`src/rtl/single_port_ram_if.sv`:
```
//------------------------------------------------------------------------------
// Module      : single_port_ram_if
// Description : Shared address/data/enable bus of the single-port RAM.
// Revision    : 1.0 - initial release
//------------------------------------------------------------------------------
`default_nettype none

interface single_port_ram_if #(
  parameter int ADDR_WIDTH = 6,
  parameter int DATA_WIDTH = 8
);
  logic [DATA_WIDTH-1:0] data;
  logic [ADDR_WIDTH-1:0] addr;
  logic                  en;
  logic [DATA_WIDTH-1:0] q;

  modport master (
    output data,
    output addr,
    output en,
    input  q
  );

  modport slave (
    input  data,
    input  addr,
    input  en,
    output q
  );
endinterface

`default_nettype wire

```
`src/rtl/single_port_ram.sv`:
```
//------------------------------------------------------------------------------
// Module      : single_port_ram
// Description : Single-port synchronous RAM, write or registered read per cycle.
// Revision    : 1.0 - initial release
//------------------------------------------------------------------------------
`default_nettype none

module single_port_ram #(
  parameter int ADDR_WIDTH = 6,
  parameter int DATA_WIDTH = 8,
  parameter int DEPTH      = 64
) (
  input  logic               clk,
  input  logic               rst,
  single_port_ram_if.slave   bus
);

  logic [DATA_WIDTH-1:0] mem_q [0:DEPTH-1];
  logic [DATA_WIDTH-1:0] q_d;
  logic [DATA_WIDTH-1:0] q_q;

  // The array carries no reset so that it maps onto a RAM primitive.
  always_ff @(posedge clk) begin
    if (bus.en) begin
      mem_q[bus.addr] <= bus.data;
    end
  end

  always_comb begin
    q_d = q_q;
    if (!bus.en) begin
      q_d = mem_q[bus.addr];
    end
  end

  always_ff @(posedge clk or posedge rst) begin
    if (rst) begin
      q_q <= '0;
    end else begin
      q_q <= q_d;
    end
  end

  assign bus.q = q_q;

endmodule

`default_nettype wire

```
`src/flat_wrapper.sv`:
```
// flat-port wrapper written by rule: the top's interface ports become plain ports
module single_port_ram_flat 
#(
  parameter int ADDR_WIDTH = 6,
  parameter int DATA_WIDTH = 8,
  parameter int DEPTH      = 64
)
  (clk, rst, bus_data, bus_addr, bus_en, bus_q);
  single_port_ram_if #(.ADDR_WIDTH(ADDR_WIDTH), .DATA_WIDTH(DATA_WIDTH)) bus_i ();
  input  logic clk;
  input  logic rst;
  input wire logic [$bits(bus_i.data)-1:0] bus_data;
  input wire logic [$bits(bus_i.addr)-1:0] bus_addr;
  input wire logic [$bits(bus_i.en)-1:0] bus_en;
  output wire logic [$bits(bus_i.q)-1:0] bus_q;
  assign bus_i.data = bus_data;
  assign bus_i.addr = bus_addr;
  assign bus_i.en = bus_en;
  assign bus_q = bus_i.q;
  single_port_ram #(.ADDR_WIDTH(ADDR_WIDTH), .DATA_WIDTH(DATA_WIDTH), .DEPTH(DEPTH)) u_core (.clk(clk), .rst(rst), .bus(bus_i));
endmodule
```
`config.mk`:
```
export PLATFORM = sky130hd
export DESIGN_NAME = single_port_ram_flat
export DESIGN_NICKNAME = d
export VERILOG_FILES = /design/src/rtl/single_port_ram_if.sv /design/src/rtl/single_port_ram.sv /design/src/flat_wrapper.sv
export SDC_FILE = /design/constraint.sdc
export NUM_CORES = 1
export LEC_CHECK = 0
export ABC_CLOCK_PERIOD_IN_PS = 1860
export CAP_MARGIN = 30
export CORE_AREA = 2 2 230 232
export DETAILED_ROUTE_END_ITERATION = 6
export DIE_AREA = 0 0 232 234
export PLACE_DENSITY = 0.61
export SLEW_MARGIN = 5
export SYNTH_ARGS = -nofsm -noshare
export SYNTH_HDL_FRONTEND = slang
export SYNTH_SLANG_ARGS = --single-unit
export TNS_END_PERCENT = 30
```
`constraint.sdc`:
```
create_clock -name clk -period 1.86 [get_ports clk]
set_input_delay 0.558 -clock clk [delete_from_list [all_inputs] [get_ports clk]]
set_output_delay 0.558 -clock clk [all_outputs]
set_load 0.1 [all_outputs]
```
**Word level (Yosys, flattened, before mapping)**

Memory sizes are Yosys's and may differ from the RTL's. A register that Yosys moved wholly into a read port is not among the register bits.
Cells that the tools add are included.
W data, S select, Z words.

- RAM bits: 512
- Memories kept: 1
- Logic and storage cells: 4
- Register bits: 0
- Input bits: 17
- Output and inout port bits: 8

Memories:

| memory | depth | width | read ports | clocked after memory_dff | write ports | RTL line | RTL |
|---|---|---|---|---|---|---|---|
| u_core.mem_q | 64 | 8 | 1 | 1 | 1 | single_port_ram.sv:18 | `logic [DATA_WIDTH-1:0] mem_q [0:DEPTH-1];` |

- Reduce and logical (&&, ||, !) cells: 1
- Muxes and demuxes: 2

Operators with widths:

| operator | count |
|---|---|
| $mux W1 | 2 |
| $logic_not A1 Y1 | 1 |

**Longest topological paths before layout**

- Depth in word-level cells: 2
- Depth in mapped cells: 10
- Depth with buffers taken out: 6

**Least setup slack after synthesis**

Ideal clock, no wire load.

- Path type: input to register
- Start point: in bus_addr[1]
- End point: mem u_core.mem_q[0][0], enable pin
- Path slack: -604 ps
- Data required time: 1490 ps
- Arrival: 2093 ps
- Library setup time: 370 ps
- Stages: 8
- Buffers on the path: 5
- Cells stage by stage: buf_6 buf_6 buf_4 buf_2 buf_1 nor2_1 nand2_1 nor2_1

RTL lines:

| element | RTL line | RTL |
|---|---|---|
| start: declaration | flat_wrapper.sv:13 | `input wire logic [$bits(bus_i.addr)-1:0] bus_addr;` |
| end: declaration | single_port_ram.sv:18 |  |

Straight into the memory's write port.

==> flow_metrics.env <==
export IMPL_status="complete, but fails checks"
export IMPL_violations="negative setup slack"
export IMPL_synthTopCellsByArea="edfxtp_1 75%, mux2i_1 4.8%, mux4_2 3.2%, nor2_1 1.8%, a221oi_1 1.6%"
export IMPL_yosysMostFrequentCell="edfxtp_1"
export IMPL_fillers=4272
export IMPL_synth_mux_area_fraction_pct=9.446
export IMPL_first_global_vias=12350
export IMPL_p_per_area_mw_per_mm2=953.1
export IMPL_cts_sinks=520
export IMPL_drt_first_pass_iters=5
export IMPL_first_iter_violations=1475
export IMPL_die_w_microns=232
export IMPL_numCtsBuffers=52
export IMPL_crit_slowest_cell="a222oi_1"
export IMPL_core_area_sq_mm=0.05202
export IMPL_syn_num_nets=1183
export IMPL_die_h_microns=234
export IMPL_synthSimpleGateAreaFrac_pct=3.845
export IMPL_grt_max_degree=65
export IMPL_yosys_warnings=0
export IMPL_drive_gt1_share_pct=34.83
export IMPL_vias=12380
export IMPL_final_setup_worst_slack_ps=-165.2
export IMPL_multi_input_comb_area_sq_mm=0.004960
export IMPL_drt_vias_per_instance=5.666
export IMPL_synth_edf_count=512
export IMPL_ant_nets=0
export IMPL_wl_microns=58560
export IMPL_antenna_found_initial=1
export IMPL_synthCells=1166
export IMPL_p_switching_mw=5.696
export IMPL_async_flop_share_pct=1.538
export IMPL_cts_root_buf="clkbuf_16"
export IMPL_worst_ep_required_time_ps=2340
export IMPL_period_minus_slack_ps=2025
export IMPL_ioPinCount=25
export IMPL_critPathMaxStageDelay_ps=470
export IMPL_rsz0062_at_grt="true"
export IMPL_clk_pin_slew_ps=70
export IMPL_yosys_area_share_xor_xnor_pct=0
export IMPL_relSlewSlack_pct=55.08
export IMPL_cts_buffer_depth=3
export IMPL_fin_crit_sh_pct=108.9
export IMPL_swShare_pct=22.88
export IMPL_maxCapViolCount=0
export IMPL_cts_tree="built"
export IMPL_dpl_cell_area_sq_mm=0.02399
export IMPL_power_leakage_nw=8.926
export IMPL_seq_area_frac_synth_pct=76.20
export IMPL_skew_ps=14.18
export IMPL_crit_buf_inv=0
export IMPL_synth_seq_cells=520
export IMPL_start_kind="flop"
export IMPL_dieArea_sq_mm=0.05429
export IMPL_path_delay_family="compound AO/OA/AOI/OAI gates"
export IMPL_hold_viol=0
export IMPL_synth_top_cell_by_area="edfxtp_1"
export IMPL_p_comb_share_pct=9.1
export IMPL_synth_top_family_by_area="multiplexers"
export IMPL_insertion_delay_ps=590
export IMPL_final_core_util_pct=50.21
export IMPL_wl_per_cell_microns=26.80
export IMPL_worstSetupEndpointType="flop"
export IMPL_num_nets_final=1471
export IMPL_synthFlopType="edfxtp_1"
export IMPL_htreeDepth=2
export IMPL_fmax_ghz=0.4938
export IMPL_synthDistinctLibCells=60
export IMPL_dp_hpwl_microns=38130
export IMPL_synth_top_area_share_pct=75.22
export IMPL_start_util_pct=39.29
export IMPL_p_clk_share_pct=38.5
export IMPL_synth_fa_ha_area_share_pct=0
export IMPL_hold_buffers=0
export IMPL_synth_compound_area_share_pct=8.209
export IMPL_worstMarginPinSlew_ps=668.6
export IMPL_setup_viol=4
export IMPL_netlist_top_cells_count="512 x edfxtp_1, 98 x mux2i_1, 97 x nor2_1, 40 x a22oi_1, 38 x a21oi_1"
export IMPL_grt_pass1_wl_microns=84840
export IMPL_path_class="reg2reg"
export IMPL_ff_latch_area_sq_mm=0.01558
export IMPL_drc=0
export IMPL_peakVddDrop_mv=0.6707
export IMPL_grt_ovfl_total=0
export IMPL_io_buffers=24
export IMPL_cp_data_arrival_time_ps=2500
export IMPL_area_delta_synth_final_pct=27.82
export IMPL_finalMaxSlewViolations=0
export IMPL_synth_area_sq_mm=0.02044
export IMPL_track_usage_pct=21.73
export IMPL_path_cells="mux2_4 -> a221o_1 -> a222oi_1 -> o22ai_1 -> o32a_1"
export IMPL_hp_class="in2async"
export IMPL_fp_row_count=84
export IMPL_p_int_mw=19.20
export IMPL_postSynthAreaPerCell_sq_um=17.53
export IMPL_path_max_fanout=1
export IMPL_place_gp_congestion=0.9147
export IMPL_p_seq_share_pct=52.4
export IMPL_stdcell_area_sq_mm=0.02612
-- cell usage in the layout, fill, tap and decap left out, types with 21 or more instances in the layout --
cell	Yosys	layout
edfxtp_1	512	512
buf_4	10	225
mux2i_1	98	92
nor2_1	97	68
buf_12	0	57
clkbuf_16	0	54
a22oi_1	40	39
a21oi_1	38	35
nand2_1	34	31
mux4_2	29	29
mux2_2	25	24
nor2_4	0	22
a221oi_1	37	21
clkbuf_1	25	21
-- path summary, 6_finish.rpt --
check                               startpoint                   to  slack (ps)  cells after the start
max reg2reg                u_core.mem_q[18][3]      u_core.bus.q[3]        -170                      5
max                        u_core.mem_q[18][3]      u_core.bus.q[3]        -170                      5
min reg2reg                    u_core.bus.q[4]      u_core.bus.q[4]         620                      2
min                                        rst      u_core.bus.q[7]         340                      2
max in group asynchronous                  rst      u_core.bus.q[6]        1220                      2
min in group clk                   bus_data[5]  u_core.mem_q[59][5]         340                      1
-- worst reg2reg max path, stage by stage (launching register included) --
cell and delay (ps):
edfxtp_1 360, mux2_4 270, a221o_1 320, a222oi_1 470, o22ai_1 190, o32a_1 310
-- area by class of cell --
cell class | instances | area share (%)
Sequential cell | 520 | 59.64
Multi-Input combinational cell | 564 | 18.99
Timing Repair Buffer | 310 | 12.15
Clock buffer | 75 | 5.431
Tap cell | 688 | 3.295
Clock inverter | 21 | 0.3975
Inverter | 6 | 0.09100
Antenna cell | 1 | 0.009579
-- registers in the layout, indices dropped and copies added (netlist names) --
name	flops
u_core.bus.q	8
u_core.mem_q	512
-- cells by family (layout without fill, tap and decap cells) --
logic type / after synthesis / count (layout)
buffers and inverters: 82 / 412
other: 0 / 1
and+or+nand+nor: 179 / 179
muxes: 153 / 153
AOI/OAI and AO/OA: 232 / 232
DFF: 520 / 520
-- metal layers --
metal	vias to the layer above	GRT usage (%)	routed length, microns
li1	5321	-	-
met2	596	34.08	27090
met4	2	8.774	2451
met1	6324	29.72	24000
met3	138	4.548	5011
met5	-	0	13
-- power by group through the flow --
stage	Combinational, mW	Sequential, mW	Clock, mW
floorplan	0.769	13.4	0
global placement	2.08	13.3	0
detailed placement	2.10	13.3	0
CTS	2.20	13.1	9.74
global route	2.36	13.1	10.2
finish	2.27	13.1	9.58
-- metrics by stage --
stage | hold WS (ps) | setup slack (ps) | TNS, ps | power (mW) | std cells
floorplan | 373.7 | -499.2 | -199380 | 14.22 | 1166
global placement | 605.6 | -932.9 | -307020 | 15.38 | 2076
detailed placement | 597.1 | -927.8 | -311700 | 15.39 | 2076
CTS | 318.8 | -201.3 | -421.0 | 24.99 | 2183
global route | 353.5 | -245.3 | -796.7 | 25.57 | 2184
finish | 336.4 | -165.2 | -517.1 | 24.90 | 2185
-- what timing repair did --
item,in CTS,in global routing
pin swaps,16,15
buffers inserted,9,0
gates resized for setup,69,38
endpoints found under the setup margin,213,179
cloned,2,1
No activity file was read; power rests on OpenSTA's default activity.
